File: config.mk
export PLATFORM = sky130hd
export DESIGN_NAME = axi4lite_mmio_slave
export DESIGN_NICKNAME = d
export VERILOG_FILES = /design/src/rtl/axi4lite_mmio_pkg.sv /design/src/rtl/mmio_console_fifo.sv /design/src/rtl/axi4lite_mmio_slave.sv
export SDC_FILE = /design/constraint.sdc
export NUM_CORES = 1
export LEC_CHECK = 0
export CORE_MARGIN = 3
export CORE_UTILIZATION = 45
export CTS_BUF_LIST = sky130_fd_sc_hd__clkbuf_4 sky130_fd_sc_hd__clkbuf_8
export DETAILED_ROUTE_END_ITERATION = 8
export DONT_BUFFER_PORTS = 1
export MAX_ROUTING_LAYER = met4
export PLACE_DENSITY = 0.65
export SLEW_MARGIN = 20
export SYNTH_ARGS = -nofsm -noshare
export SYNTH_HDL_FRONTEND = slang
export SYNTH_SLANG_ARGS = --single-unit
File: constraint.sdc
create_clock -name clk -period 2.4 [get_ports clk]
set_clock_uncertainty 0.2 [all_clocks]
set_input_delay 0.12 -clock clk [delete_from_list [all_inputs] [get_ports clk]]
set_output_delay 0.12 -clock clk [all_outputs]
set_load 0.005 [all_outputs]
File: src/rtl/axi4lite_mmio_pkg.sv
// Shared types and constants for the AXI4-Lite MMIO slave.
// Holds the write/read FSM state enums, the address-decode target enum,
// default MMIO addresses, and the out-of-bounds read pattern.
package axi4lite_mmio_pkg;

  typedef enum logic [1:0] {
    W_IDLE,
    W_EXEC,
    W_RESP
  } w_state_t;

  typedef enum logic [1:0] {
    R_IDLE,
    R_MEM,
    R_CAP,
    R_RESP
  } r_state_t;

  typedef enum logic [1:0] {
    TGT_SRAM,
    TGT_CONSOLE,
    TGT_PASS,
    TGT_OOB
  } target_t;

  localparam logic [31:0] OOB_RDATA        = 32'hDEAD_BEEF;
  localparam logic [31:0] DEF_CONSOLE_ADDR = 32'h1000_0000;
  localparam logic [31:0] DEF_PASS_ADDR    = 32'h2000_0000;
  localparam logic [31:0] DEF_PASS_MAGIC   = 32'd123456789;

  // SRAM window wins over the MMIO addresses; anything else is out of bounds.
  function automatic target_t decode_target(
    input logic [31:0] addr,
    input logic [32:0] mem_bytes,
    input logic [31:0] console_addr,
    input logic [31:0] pass_addr
  );
    if ({1'b0, addr} < mem_bytes)  return TGT_SRAM;
    else if (addr == console_addr) return TGT_CONSOLE;
    else if (addr == pass_addr)    return TGT_PASS;
    else                           return TGT_OOB;
  endfunction

endpackage

File: src/rtl/mmio_console_fifo.sv
// Console byte FIFO with wrap-bit pointers and no bypass path.
// Ports: clk, resetn (async active-low); push/push_data/full on the write
// side; valid/ready/data on the read side (valid = not empty, data = head).
module mmio_console_fifo #(
  parameter int unsigned DEPTH = 16,
  parameter int unsigned WIDTH = 8
) (
  input  logic             clk,
  input  logic             resetn,
  input  logic             push,
  input  logic [WIDTH-1:0] push_data,
  output logic             full,
  output logic             valid,
  input  logic             ready,
  output logic [WIDTH-1:0] data
);

  localparam int unsigned IW = $clog2(DEPTH);
  localparam int unsigned PW = IW + 1;

  logic [PW-1:0]    wr_ptr;
  logic [PW-1:0]    rd_ptr;
  logic [WIDTH-1:0] mem [DEPTH];
  logic             empty;
  logic             do_push;
  logic             do_pop;

  // Same index with opposite wrap bits means the writer lapped the reader.
  assign empty   = (wr_ptr == rd_ptr);
  assign full    = (wr_ptr[IW] != rd_ptr[IW]) && (wr_ptr[IW-1:0] == rd_ptr[IW-1:0]);
  assign valid   = !empty;
  assign do_push = push && !full;
  assign do_pop  = valid && ready;
  assign data    = mem[rd_ptr[IW-1:0]];

  // Pointer state.
  always_ff @(posedge clk or negedge resetn) begin
    if (!resetn) begin
      wr_ptr <= '0;
      rd_ptr <= '0;
    end else begin
      if (do_push) wr_ptr <= wr_ptr + PW'(1);
      if (do_pop)  rd_ptr <= rd_ptr + PW'(1);
    end
  end

  // Storage; contents are don't-care until written.
  always_ff @(posedge clk) begin
    if (do_push) mem[wr_ptr[IW-1:0]] <= push_data;
  end

endmodule

File: src/rtl/axi4lite_mmio_slave.sv
// AXI4-Lite slave for the picorv32_axi master: on-chip SRAM, console byte
// stream, sticky tests-passed flag, and a sticky out-of-bounds flag.
// Ports: clk, resetn (async active-low); mem_axi_* AW/W/B/AR/R channels
// (no bresp/rresp, always OKAY); sram_* single-port SRAM interface with
// 1-cycle read latency; con_valid/con_ready/con_data console stream;
// tests_passed and err_oob sticky status outputs.
module axi4lite_mmio_slave
  import axi4lite_mmio_pkg::*;
#(
  parameter int unsigned MEM_WORDS    = 32768,
  parameter logic [31:0] CONSOLE_ADDR = DEF_CONSOLE_ADDR,
  parameter logic [31:0] PASS_ADDR    = DEF_PASS_ADDR,
  parameter logic [31:0] PASS_MAGIC   = DEF_PASS_MAGIC,
  parameter int unsigned FIFO_DEPTH   = 16
) (
  input  logic                         clk,
  input  logic                         resetn,
  input  logic                         mem_axi_awvalid,
  output logic                         mem_axi_awready,
  input  logic [31:0]                  mem_axi_awaddr,
  input  logic [2:0]                   mem_axi_awprot,
  input  logic                         mem_axi_wvalid,
  output logic                         mem_axi_wready,
  input  logic [31:0]                  mem_axi_wdata,
  input  logic [3:0]                   mem_axi_wstrb,
  output logic                         mem_axi_bvalid,
  input  logic                         mem_axi_bready,
  input  logic                         mem_axi_arvalid,
  output logic                         mem_axi_arready,
  input  logic [31:0]                  mem_axi_araddr,
  input  logic [2:0]                   mem_axi_arprot,
  output logic                         mem_axi_rvalid,
  input  logic                         mem_axi_rready,
  output logic [31:0]                  mem_axi_rdata,
  output logic                         sram_en,
  output logic [3:0]                   sram_we,
  output logic [$clog2(MEM_WORDS)-1:0] sram_addr,
  output logic [31:0]                  sram_wdata,
  input  logic [31:0]                  sram_rdata,
  output logic                         con_valid,
  input  logic                         con_ready,
  output logic [7:0]                   con_data,
  output logic                         tests_passed,
  output logic                         err_oob
);

  localparam int unsigned SRAM_AW   = $clog2(MEM_WORDS);
  localparam logic [32:0] MEM_BYTES = 33'(MEM_WORDS) * 33'd4;

  // Write path state
  w_state_t           w_state, w_state_n;
  logic               aw_lat, aw_lat_n;
  logic               w_lat, w_lat_n;
  logic [SRAM_AW-1:0] waddr, waddr_n;
  logic [31:0]        wdata_q, wdata_n;
  logic [3:0]         wstrb_q, wstrb_n;
  target_t            w_tgt, w_tgt_n;

  // Read path state; rd_grant marks an SRAM cycle owned by the read
  r_state_t           r_state, r_state_n;
  logic [SRAM_AW-1:0] raddr, raddr_n;
  target_t            r_tgt, r_tgt_n;
  logic               rd_grant, rd_grant_n;

  // Registered output next-values
  logic               awready_n, wready_n, bvalid_n, arready_n, rvalid_n;
  logic [31:0]        rdata_n;
  logic               sram_en_n;
  logic [3:0]         sram_we_n;
  logic [SRAM_AW-1:0] sram_addr_n;
  logic [31:0]        sram_wdata_n;
  logic               tests_passed_n, err_oob_n;

  logic               aw_hs, w_hs, ar_hs, wr_claim;
  logic               con_push_c;
  logic               con_full;
  target_t            aw_tgt, ar_tgt;
  logic               unused_ok;

  assign aw_hs  = mem_axi_awvalid && mem_axi_awready;
  assign w_hs   = mem_axi_wvalid  && mem_axi_wready;
  assign ar_hs  = mem_axi_arvalid && mem_axi_arready;
  assign aw_tgt = decode_target(mem_axi_awaddr, MEM_BYTES, CONSOLE_ADDR, PASS_ADDR);
  assign ar_tgt = decode_target(mem_axi_araddr, MEM_BYTES, CONSOLE_ADDR, PASS_ADDR);
  assign unused_ok = ^{mem_axi_awprot, mem_axi_arprot};

  mmio_console_fifo #(
    .DEPTH (FIFO_DEPTH),
    .WIDTH (8)
  ) u_con_fifo (
    .clk       (clk),
    .resetn    (resetn),
    .push      (con_push_c),
    .push_data (wdata_q[7:0]),
    .full      (con_full),
    .valid     (con_valid),
    .ready     (con_ready),
    .data      (con_data)
  );

  // Next-state and registered-output logic for both FSMs and the SRAM port.
  always_comb begin
    w_state_n      = w_state;
    aw_lat_n       = aw_lat;
    w_lat_n        = w_lat;
    waddr_n        = waddr;
    wdata_n        = wdata_q;
    wstrb_n        = wstrb_q;
    w_tgt_n        = w_tgt;
    r_state_n      = r_state;
    raddr_n        = raddr;
    r_tgt_n        = r_tgt;
    rdata_n        = mem_axi_rdata;
    tests_passed_n = tests_passed;
    err_oob_n      = err_oob;
    con_push_c     = 1'b0;

    unique case (w_state)
      W_IDLE: begin
        if (aw_hs) begin
          aw_lat_n = 1'b1;
          waddr_n  = mem_axi_awaddr[2 +: SRAM_AW];
          w_tgt_n  = aw_tgt;
        end
        if (w_hs) begin
          w_lat_n = 1'b1;
          wdata_n = mem_axi_wdata;
          wstrb_n = mem_axi_wstrb;
        end
        if (aw_lat_n && w_lat_n) w_state_n = W_EXEC;
      end
      W_EXEC: begin
        w_state_n = W_RESP;
        case (w_tgt)
          TGT_CONSOLE: begin
            // Hold the write until the console FIFO has room.
            if (con_full) w_state_n  = W_EXEC;
            else          con_push_c = 1'b1;
          end
          TGT_PASS: if (wdata_q == PASS_MAGIC) tests_passed_n = 1'b1;
          TGT_OOB:  err_oob_n = 1'b1;
          default:  ;
        endcase
      end
      W_RESP: begin
        if (mem_axi_bvalid && mem_axi_bready) begin
          w_state_n = W_IDLE;
          aw_lat_n  = 1'b0;
          w_lat_n   = 1'b0;
        end
      end
      default: w_state_n = W_IDLE;
    endcase

    unique case (r_state)
      R_IDLE: begin
        if (ar_hs) begin
          raddr_n   = mem_axi_araddr[2 +: SRAM_AW];
          r_tgt_n   = ar_tgt;
          r_state_n = R_MEM;
        end
      end
      // An SRAM read waits here until it has actually owned a port cycle.
      R_MEM: if (r_tgt != TGT_SRAM || rd_grant) r_state_n = R_CAP;
      R_CAP: begin
        r_state_n = R_RESP;
        unique case (r_tgt)
          TGT_SRAM:    rdata_n = sram_rdata;
          TGT_CONSOLE: rdata_n = 32'h0;
          TGT_PASS:    rdata_n = {31'b0, tests_passed};
          TGT_OOB: begin
            rdata_n   = OOB_RDATA;
            err_oob_n = 1'b1;
          end
        endcase
      end
      R_RESP: if (mem_axi_rvalid && mem_axi_rready) r_state_n = R_IDLE;
      default: r_state_n = R_IDLE;
    endcase

    // SRAM port arbitration for next cycle: a write in W_EXEC has priority.
    wr_claim     = (w_state_n == W_EXEC) && (w_tgt_n == TGT_SRAM);
    rd_grant_n   = (r_state_n == R_MEM) && (r_tgt_n == TGT_SRAM) && !wr_claim;
    sram_en_n    = wr_claim || rd_grant_n;
    sram_we_n    = wr_claim ? wstrb_n : 4'b0000;
    sram_addr_n  = wr_claim ? waddr_n : raddr_n;
    sram_wdata_n = wdata_n;

    awready_n = (w_state_n == W_IDLE) && !aw_lat_n;
    wready_n  = (w_state_n == W_IDLE) && !w_lat_n;
    bvalid_n  = (w_state_n == W_RESP);
    arready_n = (r_state_n == R_IDLE);
    rvalid_n  = (r_state_n == R_RESP);
  end

  // State and output registers.
  always_ff @(posedge clk or negedge resetn) begin
    if (!resetn) begin
      w_state         <= W_IDLE;
      aw_lat          <= 1'b0;
      w_lat           <= 1'b0;
      waddr           <= '0;
      wdata_q         <= '0;
      wstrb_q         <= '0;
      w_tgt           <= TGT_SRAM;
      r_state         <= R_IDLE;
      raddr           <= '0;
      r_tgt           <= TGT_SRAM;
      rd_grant        <= 1'b0;
      mem_axi_awready <= 1'b0;
      mem_axi_wready  <= 1'b0;
      mem_axi_bvalid  <= 1'b0;
      mem_axi_arready <= 1'b0;
      mem_axi_rvalid  <= 1'b0;
      mem_axi_rdata   <= '0;
      sram_en         <= 1'b0;
      sram_we         <= '0;
      sram_addr       <= '0;
      sram_wdata      <= '0;
      tests_passed    <= 1'b0;
      err_oob         <= 1'b0;
    end else begin
      w_state         <= w_state_n;
      aw_lat          <= aw_lat_n;
      w_lat           <= w_lat_n;
      waddr           <= waddr_n;
      wdata_q         <= wdata_n;
      wstrb_q         <= wstrb_n;
      w_tgt           <= w_tgt_n;
      r_state         <= r_state_n;
      raddr           <= raddr_n;
      r_tgt           <= r_tgt_n;
      rd_grant        <= rd_grant_n;
      mem_axi_awready <= awready_n;
      mem_axi_wready  <= wready_n;
      mem_axi_bvalid  <= bvalid_n;
      mem_axi_arready <= arready_n;
      mem_axi_rvalid  <= rvalid_n;
      mem_axi_rdata   <= rdata_n;
      sram_en         <= sram_en_n;
      sram_we         <= sram_we_n;
      sram_addr       <= sram_addr_n;
      sram_wdata      <= sram_wdata_n;
      tests_passed    <= tests_passed_n;
      err_oob         <= err_oob_n;
    end
  end

endmodule

* After elaboration in Yosys (flattened, before gate mapping)
Memories as Yosys holds them, arrays and structs flattened.
Index checks and enable logic that the tools add are counted.
** Cells by class
- Add/sub/neg operators :: 2
- $lt $le $gt $ge :: 2
- Equal/unequal tests :: 23
- Muxes and demuxes :: 45
- Reduce and logical (&&, ||, !) cells :: 31
** Operators by type and width (count)
- 32-bit case mux with 4 select lines :: 1
- 15-bit 2-to-1 mux :: 5
- 32-bit by 29-bit == test with 1-bit output (second input constant) :: 2
- 32-bit by 30-bit == test with 1-bit output (second input constant) :: 2
- 32-bit by 18-bit < comparator with 1-bit output (second input constant) :: 2
- 32-bit by 27-bit == test with 1-bit output (second input constant) :: 1
- 2-bit 2-to-1 mux :: 15
- 2-bit == test (second input constant) :: 9
- 1-bit 2-to-1 mux :: 17
- 1-bit logical AND :: 14
- 2-bit logical NOT :: 7
- 2-bit by 1-bit == test with 1-bit output (second input constant) :: 6
- 4-bit 2-to-1 mux :: 3
- 5-bit by 1-bit adder with 5-bit output (second input constant) :: 2
- 2-bit case mux with 4 select lines :: 1
- 2-bit case mux with 3 select lines :: 1
- 5-bit == test :: 1
- 1-bit logical NOT :: 5
- 4-bit == test :: 1
- 1-bit case mux with 2 select lines :: 2
- 3-bit AND reduction :: 1
- 1-bit logical OR :: 2
- 2-bit AND reduction :: 1
- 2-bit nonzero test :: 1
- 1-bit inequality test :: 1
** Word-level totals
- Flip-flop bits (word level) :: 146
- RAM bits :: 128
- Input port bits :: 146
- Output and inout bits :: 100
- Logic and storage cells :: 128
- Memories :: 1
** Memories
- u_con_fifo.mem :: words 16, width 8, rd ports 1, clocked after Yosys merged registers in 0, write ports 1, line mmio_console_fifo.sv:23 : logic [WIDTH-1:0] mem [DEPTH];

* Longest topological paths before layout
- Depth after elaboration :: 11
- Gate-level depth with buffers :: 8
- Mapped depth without buffers :: 6

* By module
A second synthesis with hierarchy kept.
** Second synthesis, totals
- Cell total of the unflattened synthesis :: 745
- Area total of the unflattened synthesis :: 11168.2 sq um
** By module, submodules not included
- mmio_console_fifo :: instances 1, cells each 283, area an instance 5615.4 sq um, sequential area each 4093.9 sq um
- axi4lite_mmio_slave :: instances 1, cells each 462, area an instance 5552.8 sq um, sequential area each 3403.3 sq um

* Least setup slack after synthesis
Ideal clock, no wire load.
- Kind :: register -> register
- Start point :: reg u_con_fifo.rd_ptr[0]
- End point :: mem u_con_fifo.mem[3][0] (enable)
- Arrival time :: 2.097 ns
- Required time :: 1.817 ns
- Slack :: -0.281 ns
- Cell stages (with the launch flop) :: 7
- Period minus slack after synthesis :: 2.681 ns
- Path through :: dfrtp_1 > buf_2 > xor2_1 > nor4_4 > a21oi_1 > nand2_1 > nor3_1
** On the way
- Cells in the longest elaborated chain, start to end :: 8
- Elaborated cells on any way between the ends :: 9
- Those cells by class :: eq/ne: 1; mux: 5; reduce/logical: 3
** Ends and longest elaborated chain
- start: declaration :: line mmio_console_fifo.sv:22 : logic [PW-1:0] rd_ptr;
- start signal: assignment :: line mmio_console_fifo.sv:43 : if (do_pop) rd_ptr <= rd_ptr + PW'(1);
- 4-bit == test (*) :: line mmio_console_fifo.sv:30 : assign full = (wr_ptr[IW] != rd_ptr[IW]) && (wr_ptr[IW-1:0] == rd_ptr[IW-1:0]);
- 1-bit logical AND (*) :: line mmio_console_fifo.sv:30
- 1-bit 2-to-1 mux :: line axi4lite_mmio_slave.sv:137 : if (con_full) w_state_n = W_EXEC;
- 1-bit 2-to-1 mux :: line axi4lite_mmio_slave.sv:134 : case (w_tgt)
- 1-bit 2-to-1 mux :: line axi4lite_mmio_slave.sv:118 : unique case (w_state)
- 1-bit logical AND (*) :: line mmio_console_fifo.sv:32 : assign do_push = push && !full;
- 1-bit 2-to-1 mux (*) :: line mmio_console_fifo.sv:49 : if (do_push) mem[wr_ptr[IW-1:0]] <= push_data;
- 1-bit 2-to-1 mux (not written as such) (*) :: line mmio_console_fifo.sv:49
- end: declaration :: line mmio_console_fifo.sv:23
Every way passes the cells marked *; elsewhere a longest branch is shown, timed or not.

* Worst setup path in the final report
- Start point :: reg u_con_fifo.rd_ptr[0]
- End point :: out con_data[5]
** On the way
- Cells in the longest elaborated chain, start to end :: 1
** Ends and longest elaborated chain
- memory read 16 x 8 bit
- end: declaration :: line axi4lite_mmio_slave.sv:42 : output logic [7:0] con_data,
No other way between the ends.

==> summary.txt <==
Status
  • Status: finished, violations left
  • Failing checks: hold timing, setup timing

Global routing
  • Vias in the first global route: 7622
  • Initial antenna violation count: 2
  • First-pass GRT wire length: 43400 um
  • Tot GR Track Use: 0.219
  • Largest net degree at the start of global routing: 147
  • Total grt overflow: 0

Detailed routing
  • DR pass1 iterations: 5
  • Drt drc: 0
  • DR iter-0 viols: 558
  • Post-route ant nets: 0
  • WL/cell: 22.4 um
  • Final WL: 28000 um
  • Detailed-route via count: 6838
  • Avg Vias per Cell: 5.46

Place
  • IO buf count: 0
  • Pre-CTS WS: -0.137 ns
  • Placer Congestion: 0.810
  • DP HPWL: 17000 um

Floorplanning
  • Die height: 162 um
  • IO Count: 246
  • Core box area: 23700 um2
  • Die Width: 162 um
  • Die ar.: 26100 um2
  • Core Rows: 56
  • Initial Util: 0.461

Pwr
  • P per Cell Area: 1160 nW/um2
  • Pleak: 5.63 nW
  • VDD IR max: 0.676 mV

Setup path
  • Startpoint Class: register
  • Worst setup EP type: output port
  • Worst-path fanout max: 8
  • Critical path class: register to output port
  • CP required: 2.08 ns
  • Arr. time, crit path: 2.29 ns

STA
  • Tmin final: 2.61 ns
  • Post-route setup slack: -0.206 ns
  • # setup viols final: 24
  • Final hold vios: 146
  • Slew Limit Fails: 0
  • Fin crit share: 1.09
  • Setup TNS: -3.16 ns
  • Relative slew margins: 0.460
  • Hold slack final: -0.938 ns
  • Max Fclk: 0.384 GHz
  • Transition time of the tightest slew-check pin: 0.810 ns
  • RSZ-0062 raised after global routing: yes

Finish
  • Reg area: 7500 um2
  • Area grow syn2layout: 31.1%
  • Commonest non-fill, non-tap cell in the layout: dlygate4sd3_1
  • Share of post-route cells with drive strength above 1: 0.309
  • Commonest non-fill, non-tap cells in the layout: dlygate4sd3_1 (152), dfrtp_1 (144), edfxtp_1 (128)
  • Fillers: 1767
  • Layout Nets: 1053
  • Area of the multi-input gates: 3380 um2

Synth
  • Synth Flop Type: dfrtp_1
  • Area contributors post-synth: edfxtp_1 (35%), dfrtp_1 (33%), mux4_2 (8.3%), mux2_2 (6.9%), mux2_4 (1.9%)
  • Register area share after synthesis: 0.687
  • Cell Area, Synth: 10900 um2
  • Ys async rst share: 0.533
  • Number of synthesized flops with an enable pin: 128
  • Seq cells post-synth: 274
  • Area share of the largest cell type after synthesis: 0.352
  • Synth cell types: 43
  • Cell taking the most area after synthesis: edfxtp_1
  • Yosys Warn Count: 0
  • Mean post-synth cell area: 16.2 um2
  • Mapped Cells: 675
  • Syn Nets: 826

CTS
  • Post-CTS Hold Buffers: 152
  • Num CTS Buffers: 45
  • CTS max path bufs: 3
  • CTS tree: built
  • H-tree levels: 2
  • Sink Count: 274
  • Clock-pin slew on the worst setup and hold paths: 0.06 ns
  • Clk_lat worst skew: 0.55 ns
  • Clk root buf: clkbuf_8

Min path
  • Worst hold path type: input pin to asynchronous set/reset pin

Run
  • Maximum capacitance violations: 0
## flip-flops by register name, summed over array words and instances (netlist names), 2 cells and up
name               flops
mem_axi_rdata         32
r_state                2
r_tgt                  2
raddr                 15
sram_addr             15
sram_we                4
u_con_fifo.mem       128
u_con_fifo.rd_ptr      5
u_con_fifo.wr_ptr      5
w_state                2
w_tgt                  2
waddr                 15
wdata_q               32
wstrb_q                4
## where the power goes
| group | internal (mW) | switching (mW) | leakage, nW | total (mW) |
|---|---|---|---|---|
| sequential | 6.35 | 0.952 | 2.96 | 7.30 |
| clock | 2.27 | 1.78 | 0.485 | 4.05 |
| combinational | 2.84 | 2.43 | 2.18 | 5.28 |
## path summary, 6_finish.rpt
| check | slack [ns] | start | end | cells past startpoint |
|---|---|---|---|---|
| max in group asynchronous | 2.71 | resetn | mem_axi_rdata[27] | 0 |
| setup / recovery | -0.21 | u_con_fifo.rd_ptr[0] | con_data[5] | 4 |
| hold reg to reg | 0.29 | u_con_fifo.rd_ptr[4] | u_con_fifo.rd_ptr[4] | 1 |
| min in group clk | 0.04 | sram_rdata[4] | mem_axi_rdata[4] | 2 |
| hold / removal | -0.94 | resetn | raddr[3] | 0 |
| setup reg to reg | -0.16 | u_con_fifo.rd_ptr[2] | sram_addr[6] | 7 |
## per-stage QoR
| stage | hold WS [ns] | instances | instance area (um2) | util | power [mW] |
|---|---|---|---|---|---|
| 2_1_floorplan | -0.376 | 675 | 11000 | - | 10.1 |
| 3_3_place_gp | -0.371 | 1013 | 11600 | 0.491 | 11.3 |
| 6_report | -0.938 | 1253 | 14300 | 0.604 | 16.6 |
| 3_5_place_dp | -0.372 | 1013 | 11600 | 0.491 | 11.6 |
| 4_1_cts | -0.965 | 1250 | 14200 | 0.601 | 16.6 |
| 5_1_grt | -0.972 | 1253 | 14300 | 0.604 | 17.5 |
## worst max-delay path, stage by stage (launching register included)
cell and delay, ns:
dfrtp_2 0.38, buf_12 0.15, buf_12 0.15, mux4_2 0.54
mux4_2 0.52
## cells by family (layout without fill, tap and decap cells)
| family | Yosys count | in the layout | synth area share |
|---|---|---|---|
| AOI/OAI and AO/OA | 85 | 85 | 0.0458 |
| xor gates and xnor gates | 13 | 13 | 0.0104 |
| buffers and inverters | 38 | 293 | 0.0153 |
| and+or+nand+nor | 139 | 141 | 0.0646 |
| muxes | 121 | 121 | 0.171 |
| other | 0 | 2 | 0 |
| adders and majority gates | 5 | 5 | 0.00573 |
| DFF | 274 | 274 | 0.687 |
## synthesized netlist by cell type, types with 2 or more instances
| cell | number |
|---|---|
| mux2_4 | 14 |
| edfxtp_1 | 128 |
| xnor2_1 | 6 |
| o21ai_0 | 35 |
| mux2_2 | 67 |
| nand2b_1 | 6 |
| nor4bb_1 | 3 |
| buf_1 | 5 |
| nand3_1 | 3 |
| o221ai_1 | 2 |
| nand4_1 | 9 |
| clkbuf_1 | 20 |
| a21oi_1 | 30 |
| nand2_1 | 42 |
| xor2_1 | 7 |
| a22o_1 | 10 |
| nor2b_1 | 11 |
| ha_1 | 5 |
| nor4_1 | 12 |
| and2_1 | 3 |
| buf_2 | 4 |
| buf_6 | 2 |
| mux4_2 | 40 |
| nor2_1 | 31 |
| inv_1 | 6 |
| dfrtp_1 | 146 |
| nor3_1 | 12 |
## cell type report
cell class,count,area share
Sequential cell,274,0.524
Multi-Input combinational cell,365,0.237
Timing Repair Buffer,210,0.146
Clock buffer,74,0.0603
Tap cell,319,0.0279
Clock inverter,3,0.00254
Inverter,6,0.00157
Antenna cell,2,0.000350
## routing by layer
layer	track usage	wire length, um	vias to the layer above
li1	-	-	3012
met1	0.261	10900	3492
met2	0.369	14600	282
met3	0.0602	2000	52
met4	0.0632	615	0
met5	-	0	-
## repair_timing
action,in CTS,in global routing
pin swaps,5,3
hold endpoints to repair,285,146
cloned,4,1
resized for setup,25,12
setup buffers,4,0
endpoints found under the setup margin,52,78
No activity file was read; power rests on OpenSTA's default activity.
